`src/rtl/softplus_pkg.sv`:
```
// Package shared by the softplus segment scheduler and its comparator.
//
// Contents:
//   DEF_N, DEF_Q, DEF_SEG_W : default word width, fractional bits, segment index width
//   NSEG                    : segment count for the default index width
//   SIGN_BIT, ONE_Q         : sign-magnitude format constants for the default format
//   state_t                 : scheduler FSM state encoding (IDLE/SEARCH/DONE)
//   nseg_of()               : segment count for an arbitrary index width
package softplus_pkg;

  localparam int DEF_N     = 16;
  localparam int DEF_Q     = 12;
  localparam int DEF_SEG_W = 3;

  localparam int NSEG      = 1 << DEF_SEG_W;
  localparam int SIGN_BIT  = DEF_N - 1;
  localparam int ONE_Q     = 1 << DEF_Q;

  typedef enum logic [1:0] {
    IDLE   = 2'd0,
    SEARCH = 2'd1,
    DONE   = 2'd2
  } state_t;

  function automatic int nseg_of(input int seg_w);
    return 1 << seg_w;
  endfunction

endpackage

```
`src/rtl/sm_gt_cmp.sv`:
```
// Sign-magnitude "strictly greater than" comparator.
//
// Ordering: a positive word beats a negative word; among positives the larger
// magnitude wins; among negatives the smaller magnitude wins; equal words are
// not greater. Because the sign bit decides first, -0 (sign set, magnitude 0)
// orders below +0.
//
// Parameters:
//   N : word width (bit N-1 is the sign)
//   Q : fractional bits; magnitude is compared integer part first, then fraction
//
// Ports:
//   a  in  N  left operand
//   b  in  N  right operand
//   gt out 1  1 when a > b under the ordering above
module sm_gt_cmp
  import softplus_pkg::*;
#(
  parameter int N = DEF_N,
  parameter int Q = DEF_Q
) (
  input  logic [N-1:0] a,
  input  logic [N-1:0] b,
  output logic         gt
);

  localparam int INT_W = N - 1 - Q;

  logic             sign_a;
  logic             sign_b;
  logic [INT_W-1:0] int_a;
  logic [INT_W-1:0] int_b;
  logic [Q-1:0]     frac_a;
  logic [Q-1:0]     frac_b;
  logic             mag_gt;
  logic             mag_lt;

  always_comb begin
    sign_a = a[N-1];
    sign_b = b[N-1];
    int_a  = a[N-2:Q];
    int_b  = b[N-2:Q];
    frac_a = a[Q-1:0];
    frac_b = b[Q-1:0];

    // Splitting at the binary point gives the same result as a flat
    // magnitude compare; the fraction only matters on an integer tie.
    mag_gt = (int_a > int_b) || ((int_a == int_b) && (frac_a > frac_b));
    mag_lt = (int_a < int_b) || ((int_a == int_b) && (frac_a < frac_b));

    if (sign_a != sign_b) begin
      gt = ~sign_a;
    end else if (!sign_a) begin
      gt = mag_gt;
    end else begin
      gt = mag_lt;
    end
  end

endmodule

```
`src/rtl/softplus_seg_scheduler.sv`:
```
// Binary-search segment locator for the piecewise softplus unit.
//
// One shared sign-magnitude comparator is stepped through a programmable
// breakpoint table bp[1..NSEG-1], one probe per cycle, MSB of the segment
// index first. The result is the largest i with x > bp[i] (0 if none).
//
// Handshakes (valid/ready): a transfer happens on a rising clk edge where
// valid and ready are both high. The producer holds valid and its payload
// steady until that edge; ready may be asserted independently of valid.
// in_ready is high only in IDLE; out_valid/out_seg are held in DONE until
// out_ready takes them.
//
// Optional feature (macro SEGSCHED_XPASS_EN): adds output out_x carrying the
// captured sample alongside out_valid so the MAC stage receives x aligned
// with its segment. Without the macro the port and register do not exist.
//
// Parameters:
//   N     : word width, sign-magnitude
//   Q     : fractional bits
//   SEG_W : segment index width (NSEG = 2**SEG_W)
//
// Ports:
//   clk        in   1      clock
//   rst        in   1      synchronous reset, active-high
//   in_valid   in   1      input sample valid
//   in_ready   out  1      sample can be accepted (IDLE only)
//   in_x       in   N      input sample
//   out_valid  out  1      segment result valid
//   out_ready  in   1      downstream accepts result
//   out_seg    out  SEG_W  segment index
//   out_x      out  N      captured sample (SEGSCHED_XPASS_EN only)
//   cfg_we     in   1      breakpoint write strobe
//   cfg_addr   in   SEG_W  breakpoint index; address 0 is ignored
//   cfg_data   in   N      breakpoint value
//   cfg_busy   out  1      high outside IDLE; writes are dropped while high
module softplus_seg_scheduler
  import softplus_pkg::*;
#(
  parameter int N     = DEF_N,
  parameter int Q     = DEF_Q,
  parameter int SEG_W = DEF_SEG_W
) (
  input  logic             clk,
  input  logic             rst,
  input  logic             in_valid,
  output logic             in_ready,
  input  logic [N-1:0]     in_x,
  output logic             out_valid,
  input  logic             out_ready,
  output logic [SEG_W-1:0] out_seg,
`ifdef SEGSCHED_XPASS_EN
  output logic [N-1:0]     out_x,
`endif
  input  logic             cfg_we,
  input  logic [SEG_W-1:0] cfg_addr,
  input  logic [N-1:0]     cfg_data,
  output logic             cfg_busy
);

  localparam int NUM_SEG = nseg_of(SEG_W);
  localparam int BIT_W   = (SEG_W > 1) ? $clog2(SEG_W) : 1;

  state_t           state;
  logic [N-1:0]     x_q;
  logic [SEG_W-1:0] idx_q;
  logic [BIT_W-1:0] bit_q;

  // Entry 0 is never probed (every probe has its current bit set); it is
  // kept so the table can be indexed directly by segment number.
  logic [N-1:0]     bp_q [NUM_SEG];

  logic [SEG_W-1:0] probe;
  logic [N-1:0]     bp_probe;
  logic             probe_gt;
  logic [SEG_W-1:0] idx_next;

  // Probe point for this cycle: the bits already decided plus the bit under test.
  always_comb begin
    probe        = idx_q;
    probe[bit_q] = 1'b1;
    bp_probe     = bp_q[probe];
  end

  sm_gt_cmp #(
    .N (N),
    .Q (Q)
  ) u_gt (
    .a  (x_q),
    .b  (bp_probe),
    .gt (probe_gt)
  );

  // Keep the tested bit only if x lies above that breakpoint.
  always_comb begin
    idx_next = probe_gt ? probe : idx_q;
  end

  always_ff @(posedge clk) begin
    if (rst) begin
      state     <= IDLE;
      x_q       <= '0;
      idx_q     <= '0;
      bit_q     <= '0;
      in_ready  <= 1'b1;
      cfg_busy  <= 1'b0;
      out_valid <= 1'b0;
      out_seg   <= '0;
`ifdef SEGSCHED_XPASS_EN
      out_x     <= '0;
`endif
      for (int i = 0; i < NUM_SEG; i++) begin
        bp_q[i] <= '0;
      end
    end else begin
      case (state)
        IDLE: begin
          // A write on the accepting edge lands before the first probe
          // reads the table on the following edge.
          if (cfg_we && (cfg_addr != '0)) begin
            bp_q[cfg_addr] <= cfg_data;
          end
          if (in_valid) begin
            x_q      <= in_x;
            idx_q    <= '0;
            bit_q    <= BIT_W'(SEG_W - 1);
            in_ready <= 1'b0;
            cfg_busy <= 1'b1;
            state    <= SEARCH;
          end
        end

        SEARCH: begin
          idx_q <= idx_next;
          if (bit_q == '0) begin
            out_valid <= 1'b1;
            out_seg   <= idx_next;
`ifdef SEGSCHED_XPASS_EN
            out_x     <= x_q;
`endif
            state     <= DONE;
          end else begin
            bit_q <= bit_q - BIT_W'(1);
          end
        end

        DONE: begin
          if (out_ready) begin
            out_valid <= 1'b0;
            in_ready  <= 1'b1;
            cfg_busy  <= 1'b0;
            state     <= IDLE;
          end
        end

        default: begin
          out_valid <= 1'b0;
          in_ready  <= 1'b1;
          cfg_busy  <= 1'b0;
          state     <= IDLE;
        end
      endcase
    end
  end

endmodule

```
`config.mk`:
```
export PLATFORM = sky130hd
export DESIGN_NAME = softplus_seg_scheduler
export DESIGN_NICKNAME = d
export VERILOG_FILES = /design/src/rtl/softplus_pkg.sv /design/src/rtl/sm_gt_cmp.sv /design/src/rtl/softplus_seg_scheduler.sv
export SDC_FILE = /design/constraint.sdc
export NUM_CORES = 1
export LEC_CHECK = 0
export ABC_AREA = 0
export BUFFER_PORTS_ARGS = -buffer_cell sky130_fd_sc_hd__buf_4
export CORE_MARGIN = 2
export CORE_UTILIZATION = 48
export CTS_CLUSTER_SIZE = 28
export DETAILED_ROUTE_END_ITERATION = 10
export PLACE_DENSITY = 0.7
export SLEW_MARGIN = 10
export SYNTH_ARGS = -nofsm -noshare
export SYNTH_HDL_FRONTEND = slang
export SYNTH_HIERARCHICAL = 1
export SYNTH_SLANG_ARGS = --single-unit
```
`constraint.sdc`:
```
create_clock -name clk -period 3.7 [get_ports clk]
set_input_delay 0 -clock clk [delete_from_list [all_inputs] [get_ports clk]]
set_output_delay 0 -clock clk [all_outputs]
set_load 0.02 [all_outputs]
```
==> results of run 1 <==
## registers in the layout, indices dropped and copies added (netlist names)
name and count:
bit_q 2, in_ready 1, out_seg 3, out_valid 1, x_q 16, cfg_busy 1
state 2, bp_q 128, idx_q 3
## stage by stage
| step | area [um^2] | power, uW |
|---|---|---|
| floorplan | 7654 | 2507 |
| global placement | 8459 | 2809 |
| detailed placement | 8459 | 2837 |
| CTS | 9996 | 4782 |
| global route | 10190 | 5047 |
| finish | 10190 | 4878 |
## worst register-to-register path, cell delays in order (launching register included)
cell	delay (ns)
dfxtp_2	0.34
inv_2	0.06
buf_6	0.11
ha_4	0.18
bufbuf_16	0.29
buf_4	0.16
o21a_1	0.16
a2111oi_1	0.44
nor4_1	0.11
buf_4	0.16
inv_1	0.07
ha_1	0.24
o211ai_1	0.12
a21boi_2	0.09
or4_4	0.47
o211ai_1	0.09
buf_4	0.15
and3b_2	0.23
a22oi_2	0.06
nor2_1	0.11
## cell families after synthesis
family	Yosys count	synth area share
AO/OA/AOI/OAI	172	0.1668
adder cells (fa/ha/maj)	18	0.02964
buffers and inverters	65	0.04018
flip-flops	157	0.5823
other	1	0.0004936
AND/OR/NAND/NOR	221	0.1805
## Yosys cell counts (all sizes together), types with 2 or more instances
master / number / area, um^2
a2111oi: 32 / 280.3
a211oi: 36 / 270.3
a21o: 2 / 15.01
a21oi: 26 / 133.9
a22oi: 3 / 22.52
and2: 114 / 720.7
and3b: 2 / 20.02
buf: 15 / 117.6
clkbuf: 32 / 120.1
dfxtp: 29 / 580.6
edfxtp: 128 / 3844
ha: 18 / 225.2
inv: 18 / 67.56
nand2: 35 / 131.4
nand2b: 4 / 25.02
nand4: 2 / 27.53
nor2: 17 / 63.81
nor2b: 3 / 18.77
nor3: 9 / 112.6
nor3b: 2 / 20.02
nor4: 17 / 121.4
o211ai: 2 / 15.01
o21a: 64 / 480.5
o21ai: 2 / 10.01
or2: 9 / 56.31
or4: 2 / 15.01
## power by group
part           internal [uW]  switching, uW
registers               2000           49.6
clock network            998            721
logic                    524            582
total                   3530           1350
## repair_timing
item	in CTS	in global routing
cloned	4	0
setup endpoints to repair	6	6
buffers inserted	13	5
pin swaps	20	15
hold buffers	33	0
gates resized for setup	79	32
endpoints found under the hold margin	129	0
## layout make-up
| class | instances | area [um^2] |
|---|---|---|
| fill | 1078 | 5129 |
| sequential | 157 | 4428 |
| tap | 211 | 264.0 |
| inverter | 18 | 67.56 |
| clock inverter | 13 | 140.1 |
| clock buffer | 19 | 432.9 |
| timing repair buffer | 147 | 1429 |
| multi-input combinational | 427 | 3425 |
## per-layer routing
layer  wire [um]  part of all wire  global-route usage
met5           0                 0                   0
met1        8849              0.42              0.3285
met3        1384             0.066             0.06519
met4         416             0.020             0.08223
met2       10390              0.49              0.4290
## worst max-delay path by stage
| stage | from | end | cells after the start |
|---|---|---|---|
| 3_3_place_gp | bit_q[1] | idx_q[0] | 18 |
| 6_report | bit_q[0] | idx_q[0] | 19 |
| 3_5_place_dp | bit_q[0] | idx_q[0] | 17 |
| 2_1_floorplan | bit_q[0] | idx_q[0] | 17 |
| 5_1_grt | bit_q[0] | idx_q[0] | 20 |
| 4_1_cts | bit_q[0] | idx_q[1] | 18 |
==> impl_results.md, run 1 <==
- Crit-path max FO: 15
- Worst Hold Path Cells: 2
- Worst EP required: 4.05 ns
- Initial antenna violation count: 0
- Buffers and inverters on the worst path: 7
- Rows: 45
- Non-filler instance count after layout: 992
- Dpl ws: -0.3346 ns
- Hold path endpoint: cfg_busy
- Die area: 16850 um^2
- Synth cell types: 46
- Via-to-Cell Ratio: 5.713
- CP delay by family, top: buffers and inverters
- Setup crit end kind: register
- Area Overhead vs Synth: 34.07%
- P per Cell Area: 478.9 nW/um^2
- Hold/Removal Path Class: in -> reg
- Mean Syn Cell Area: 11.98 um^2
- Slowest library cell on the worst path: or4_4
- Num ports: 46
- Reg2Reg Setup Slack: -0.0007 ns
- FF+latch count, synth: 157
- Setup CP Type: reg -> reg
- Worst-Margin Slew: 1.073 ns
- Post-synth EDFFs: 128
- IO Port Bufs: 45
- Register area share after synthesis: 0.5823
- VDD IR max: 0.0003747 V
- Total track usage: 0.2563
- Worst-case reg-to-reg path depth: 19
- Final RePlAce weighted congestion: 0.8867
- Pin count of the biggest net entering global routing: 54
- First-pass GRT wire length: 31810 um
- First DRT Iteration DRCs: 394
- Hold slack: 0.06281 ns
- Worst Clk Skew: 0.009194 ns
- Number of global-route vias before repair: 5726
- Root Buffer: clkbuf_16
- Setup Viol. Count Final: 1
- Reg2reg end: idx_q[0]
- Placed cell count: 907
- Post-DP HPWL: 12320 um
- Syn Inst Count: 634
- Via count: 5667
- Dominant synthesized flop cell: edfxtp_1
- CP Cell Sequence: inv_2 > buf_6 > ha_4 > bufbuf_16 > buf_4 > o21a_1 > a2111oi_1 > nor4_1 > buf_4 > inv_1 > ha_1 > o211ai_1 > a21boi_2 > or4_4 > o211ai_1 > buf_4 > and3b_2 > a22oi_2 > nor2_1
- Layout cells sized above 1: 0.3009
- Core Util, Final: 0.6651
- CTS clk-pin slew, worst paths: 0.06 ns
- Hold Fails Final Rpt: 0
- R2R Path Start: bit_q[0]
- Min-delay src: rst
- Netlist Area Pre-Place: 7597 um^2
- Fin crit period: 3.701 ns
- Max frequency: 270.2 MHz
- Max_cap viols: 0
- Die Wd: 129.8 um
- Core box area: 15310 um^2
- RSZ-0062 raised after global routing: yes
- Total grt overflow: 0
- Failing checks: negative setup slack
- Most used cell, CP: buf_4
- CTS tree: built
- Initial Utilization: 0.4961
- # clock sinks: 157
- H-tree depth: 4
- Nets: 826
- FFs w/ async S/R, synth: 0
- Commonest non-fill, non-tap cell in the layout: edfxtp_1
- Period utilization: 1.000
- CTS Buf Count: 17
- WL final: 21040 um
- ANT nets after route: 0
- Synth warn: 6
- Max Root-Sink Buffers: 2
- Status: finished with violations
- Setup WS post-layout: -0.0007341 ns
- Max_slew headroom: 0.2817
- Max-slew violations: 0
- Commonest non-fill, non-tap cells in the layout: edfxtp_1 (128), and2_1 (108), buf_4 (96)
- Remaining DRCs: 0
- Crit-path max cell delay: 0.47 ns
- Worst EP arrival: 4.05 ns
- Chip height: 129.8 um
- Drt pass-1 iters: 5
- Setup_tns: -0.0007341 ns
- Wire per inst: 21.21 um
- Clock latency on the worst-skew pair: 0.43 ns
- Setup crit start kind: register
- Leak: 0.003819 uW
- Inserted Diodes: 0
Power figures use the tool's default switching activity.
==> run 2: changes to the inputs <==
ABC_AREA = 1   (was 0)
HOLD_SLACK_MARGIN = 0.1   (was not set)
SLEW_MARGIN = 20   (was 10)
==> run 2 against run 1 <==
  * Cell count is 27% higher
  * Maximum frequency is 22% higher
  * Critical path type unchanged
  * Clock-buffer cell count is 1 lower
  * Clock power hardly changed
  * Setup slack better by 0.66 ns
  * Wire length is 11% lower
  * Combinational power is 20% lower
  * Core utilization is 7.6 points lower
  * The run now ends clean
  * Synthesized area is 3.8% higher
  * First-iteration DRC count is 37% higher
==> impl_results.md, run 2 <==
- Via count: 6105 (+7.7%)
- Worst Clk Skew: 0.009923 ns (+0.0007293 ns)
- Num ports: 46 (unchanged)
- Max_cap viols: 0 (unchanged)
- Core box area: 16000 um^2 (+4.5%)
- Setup CP Type: reg -> reg
- Initial Utilization: 0.4930 (-0.003116)
- Netlist Area Pre-Place: 7888 um^2 (+3.8%)
- Drt pass-1 iters: 7 (+2)
- First-pass GRT wire length: 30440 um (-4.3%)
- Register area share after synthesis: 0.5609 (-0.02143)
- Commonest non-fill, non-tap cells in the layout: nand2_1 (253), inv_1 (182), nor2_1 (139)
- Max reg flops: 128 (unchanged)
- Hold path endpoint: bp_q[6][3]
- Worst Hold Path Cells: 4 (+2)
- Inserted Diodes: 0 (unchanged)
- Post-DP HPWL: 11140 um (-9.6%)
- Root Buffer: clkbuf_16
- Most common cell in the netlist: nand2_1
- Layout cells sized above 1: 0.1095 (-0.1914)
- Die area: 17470 um^2 (+3.7%)
- Top post-synthesis cells by area: edfxtp_1 (49%), nand2_1 (12%), inv_1 (8.7%)
- Min-delay src: cfg_addr[0]
- Hold Fails Final Rpt: 0 (unchanged)
- VDD IR max: 0.0003424 V (-8.6%)
- WL final: 18650 um (-11%)
- FF+latch count, synth: 157 (unchanged)
- Placed Area: 8489 um^2 (+0.35%)
- Dominant synthesized flop cell: edfxtp_1
- IO Port Bufs: 45 (unchanged)
- Leak: 0.004574 uW (+20%)
- Max_slew headroom: 0.4075 (+0.1258)
- Nets: 1086 (+31%)
- Largest Register: bp_q
- Post-route cell area: 9420 um^2 (-7.5%)
- Status: finished, final reports clean
- Remaining DRCs: 0 (unchanged)
- Tot Pwr: 4661 uW (-4.5%)
- Max frequency: 328.9 MHz (+22%)
- FFs w/ async S/R, synth: 0 (unchanged)
- Initial antenna violation count: 0 (unchanged)
- Wire per inst: 14.83 um (-30%)
- Placed cell count: 1190 (+31%)
- Period utilization: 0.8218 (-0.1783)
- # clock sinks: 157 (unchanged)
- Area Overhead vs Synth: 19.43%
- Syn Inst Count: 938 (+48%)
- Cell taking the most area after synthesis: edfxtp_1
- Setup_tns: 0 ns (+0.0007341 ns)
- Pin count of the biggest net entering global routing: 66 (+22%)
- Setup Viol. Count Final: 0 (-1)
- Crit-path max FO: 65 (+50)
- CTS tree: built
- Worst EP required: 4.05 ns (about the same)
- Fin crit period: 3.041 ns (-0.6599 ns)
- Synth cell types: 27 (-41%)
- Filler cell count: 1430 (+33%)
- Final RePlAce weighted congestion: 0.7865 (-11%)
- P per Cell Area: 494.7 nW/um^2 (+3.3%)
- Post-synth EDFFs: 128 (unchanged)
- ANT nets after route: 0 (unchanged)
- Commonest non-fill, non-tap cell in the layout: nand2_1
- R2R Path Start: bit_q[0]
- CTS clk-pin slew, worst paths: 0.06 ns (about the same)
- Worst-case reg-to-reg path depth: 21 (+2)
- Setup crit end kind: register
- Hold/Removal Path Class: in -> reg
- CTS resizes: 0 (-100%)
- Non-filler instance count after layout: 1257 (+27%)
- Reg2Reg Setup Slack: 0.66 ns (+0.66 ns)
- Cts hold-fix bufs: 35 (+6.1%)
- Die Wd: 132.2 um (+1.8%)
- Biggest regs: bp_q: 128 flops, x_q: 16 flops
- Setup crit start kind: register
- Synth warn: 6 (unchanged)
- RSZ-0062 raised after global routing: no
- Synth top area share: 0.4873 (-0.01862)
- Total track usage: 0.2254 (-0.03086)
- Rows: 46 (+2.2%)
- Reg2reg end: idx_q[2]
- Worst-Margin Slew: 0.8867 ns (-0.1861 ns)
- Clock latency on the worst-skew pair: 0.43 ns (about the same)
- Via-to-Cell Ratio: 4.857 (-15%)
- First DRT Iteration DRCs: 539 (+37%)
- Total grt overflow: 0 (unchanged)
- CTS Buf Count: 17 (unchanged)
- H-tree depth: 4 (unchanged)
- Max-slew violations: 0 (unchanged)
- Number of global-route vias before repair: 5916 (+3.3%)
- Top cells by count, synth: nand2_1 (254), inv_1 (182), nor2_1 (139)
- Post-CTS Setup Inserts: 0 (-13)
- Chip height: 132.2 um (+1.8%)
- Mean Syn Cell Area: 8.409 um^2 (-30%)
- Worst EP arrival: 3.39 ns (-0.66 ns)
- Max Root-Sink Buffers: 2 (unchanged)
[run 2: changes by cell type after synthesis, moves of 16 or more]
cell / previous run / this run
nor2_1: 17 / 139
o21ai_0: 2 / 19
nand2_1: 35 / 254
nand3_1: 1 / 69
clkbuf_1: 32 / 16
nor4_1: 16 / 0
inv_1: 18 / 182
a211oi_1: 36 / 0
o21a_1: 64 / 0
and2_1: 108 / 0
a2111oi_0: 32 / 0
[run 2: power by group]
group / internal, uW / total (uW) / switching [uW]
Sequential: 2010 / 2050 / 37.7
Clock: 1050 / 1730 / 684
Combinational: 309 / 884 / 575
Total: 3360 / 4660 / 1300
[run 2: critical path, stage by stage (launching register included)]
cell     delay (ns)
dfxtp_1        0.35
inv_1          0.08
ha_1           0.24
inv_1          0.11
nand2_2        0.08
buf_12         0.19
nand2_1        0.11
nand3_1        0.08
nand2_1        0.09
nand2_1        0.05
nand2_1        0.12
inv_1          0.05
ha_1           0.31
a21oi_1        0.19
o21ai_2        0.09
a21oi_1        0.13
nand2_1        0.08
a21oi_2        0.21
nor2_1         0.06
nor2_1         0.13
nand2_1        0.07
a21oi_1        0.13
[run 2: final cells by class]
type,instances,area (um^2),share of cell area
Clock inverter,14,151.4,0.01607
Inverter,187,701.9,0.07451
Tap cell,216,270.3,0.02869
Clock buffer,18,429.2,0.04556
Timing Repair Buffer,92,803.3,0.08527
Sequential cell,157,4424,0.4697
Multi-Input combinational cell,573,2640,0.2802
[run 2: metal layers]
layer	track usage	routed length, um
met4	0.07826	330
met3	0.04806	1397
met2	0.3559	8613
met1	0.3104	8305
met5	0	0
[run 2: stage by stage]
step / hold slack [ns] / util / worst slack, ns
detailed placement: 0.2611 / 0.5306 / 0.7095
global route: 0.1823 / 0.5888 / 0.2933
CTS: 0.1821 / 0.5888 / 0.6530
global placement: 0.2655 / 0.5306 / 0.7620
finish: 0.1915 / 0.5888 / 0.6592
floorplan: 0.1663 / - / 0.9967
[run 2: worst max-delay path by stage]
stage	slack [ns]	end	from
after floorplan	1.0	out_seg[2]	bit_q[0]
after detailed placement	0.71	out_seg[1]	bit_q[0]
after CTS	0.65	idx_q[2]	bit_q[0]
after global routing	0.29	out_seg[1]	bit_q[0]
final	0.66	idx_q[2]	bit_q[0]
after global placement	0.76	out_seg[2]	bit_q[0]
[run 2: cell families (layout without fill, tap and decap cells)]
| logic type | after synthesis | in the layout | share of synthesized area |
|---|---|---|---|
| compound gates | 41 | 41 | 0.02887 |
| fa+ha+maj | 18 | 18 | 0.02855 |
| buf+inv | 223 | 311 | 0.1125 |
| flops | 157 | 157 | 0.5609 |
| other cells | 1 | 16 | 0.0004754 |
| simple gates | 498 | 498 | 0.2687 |
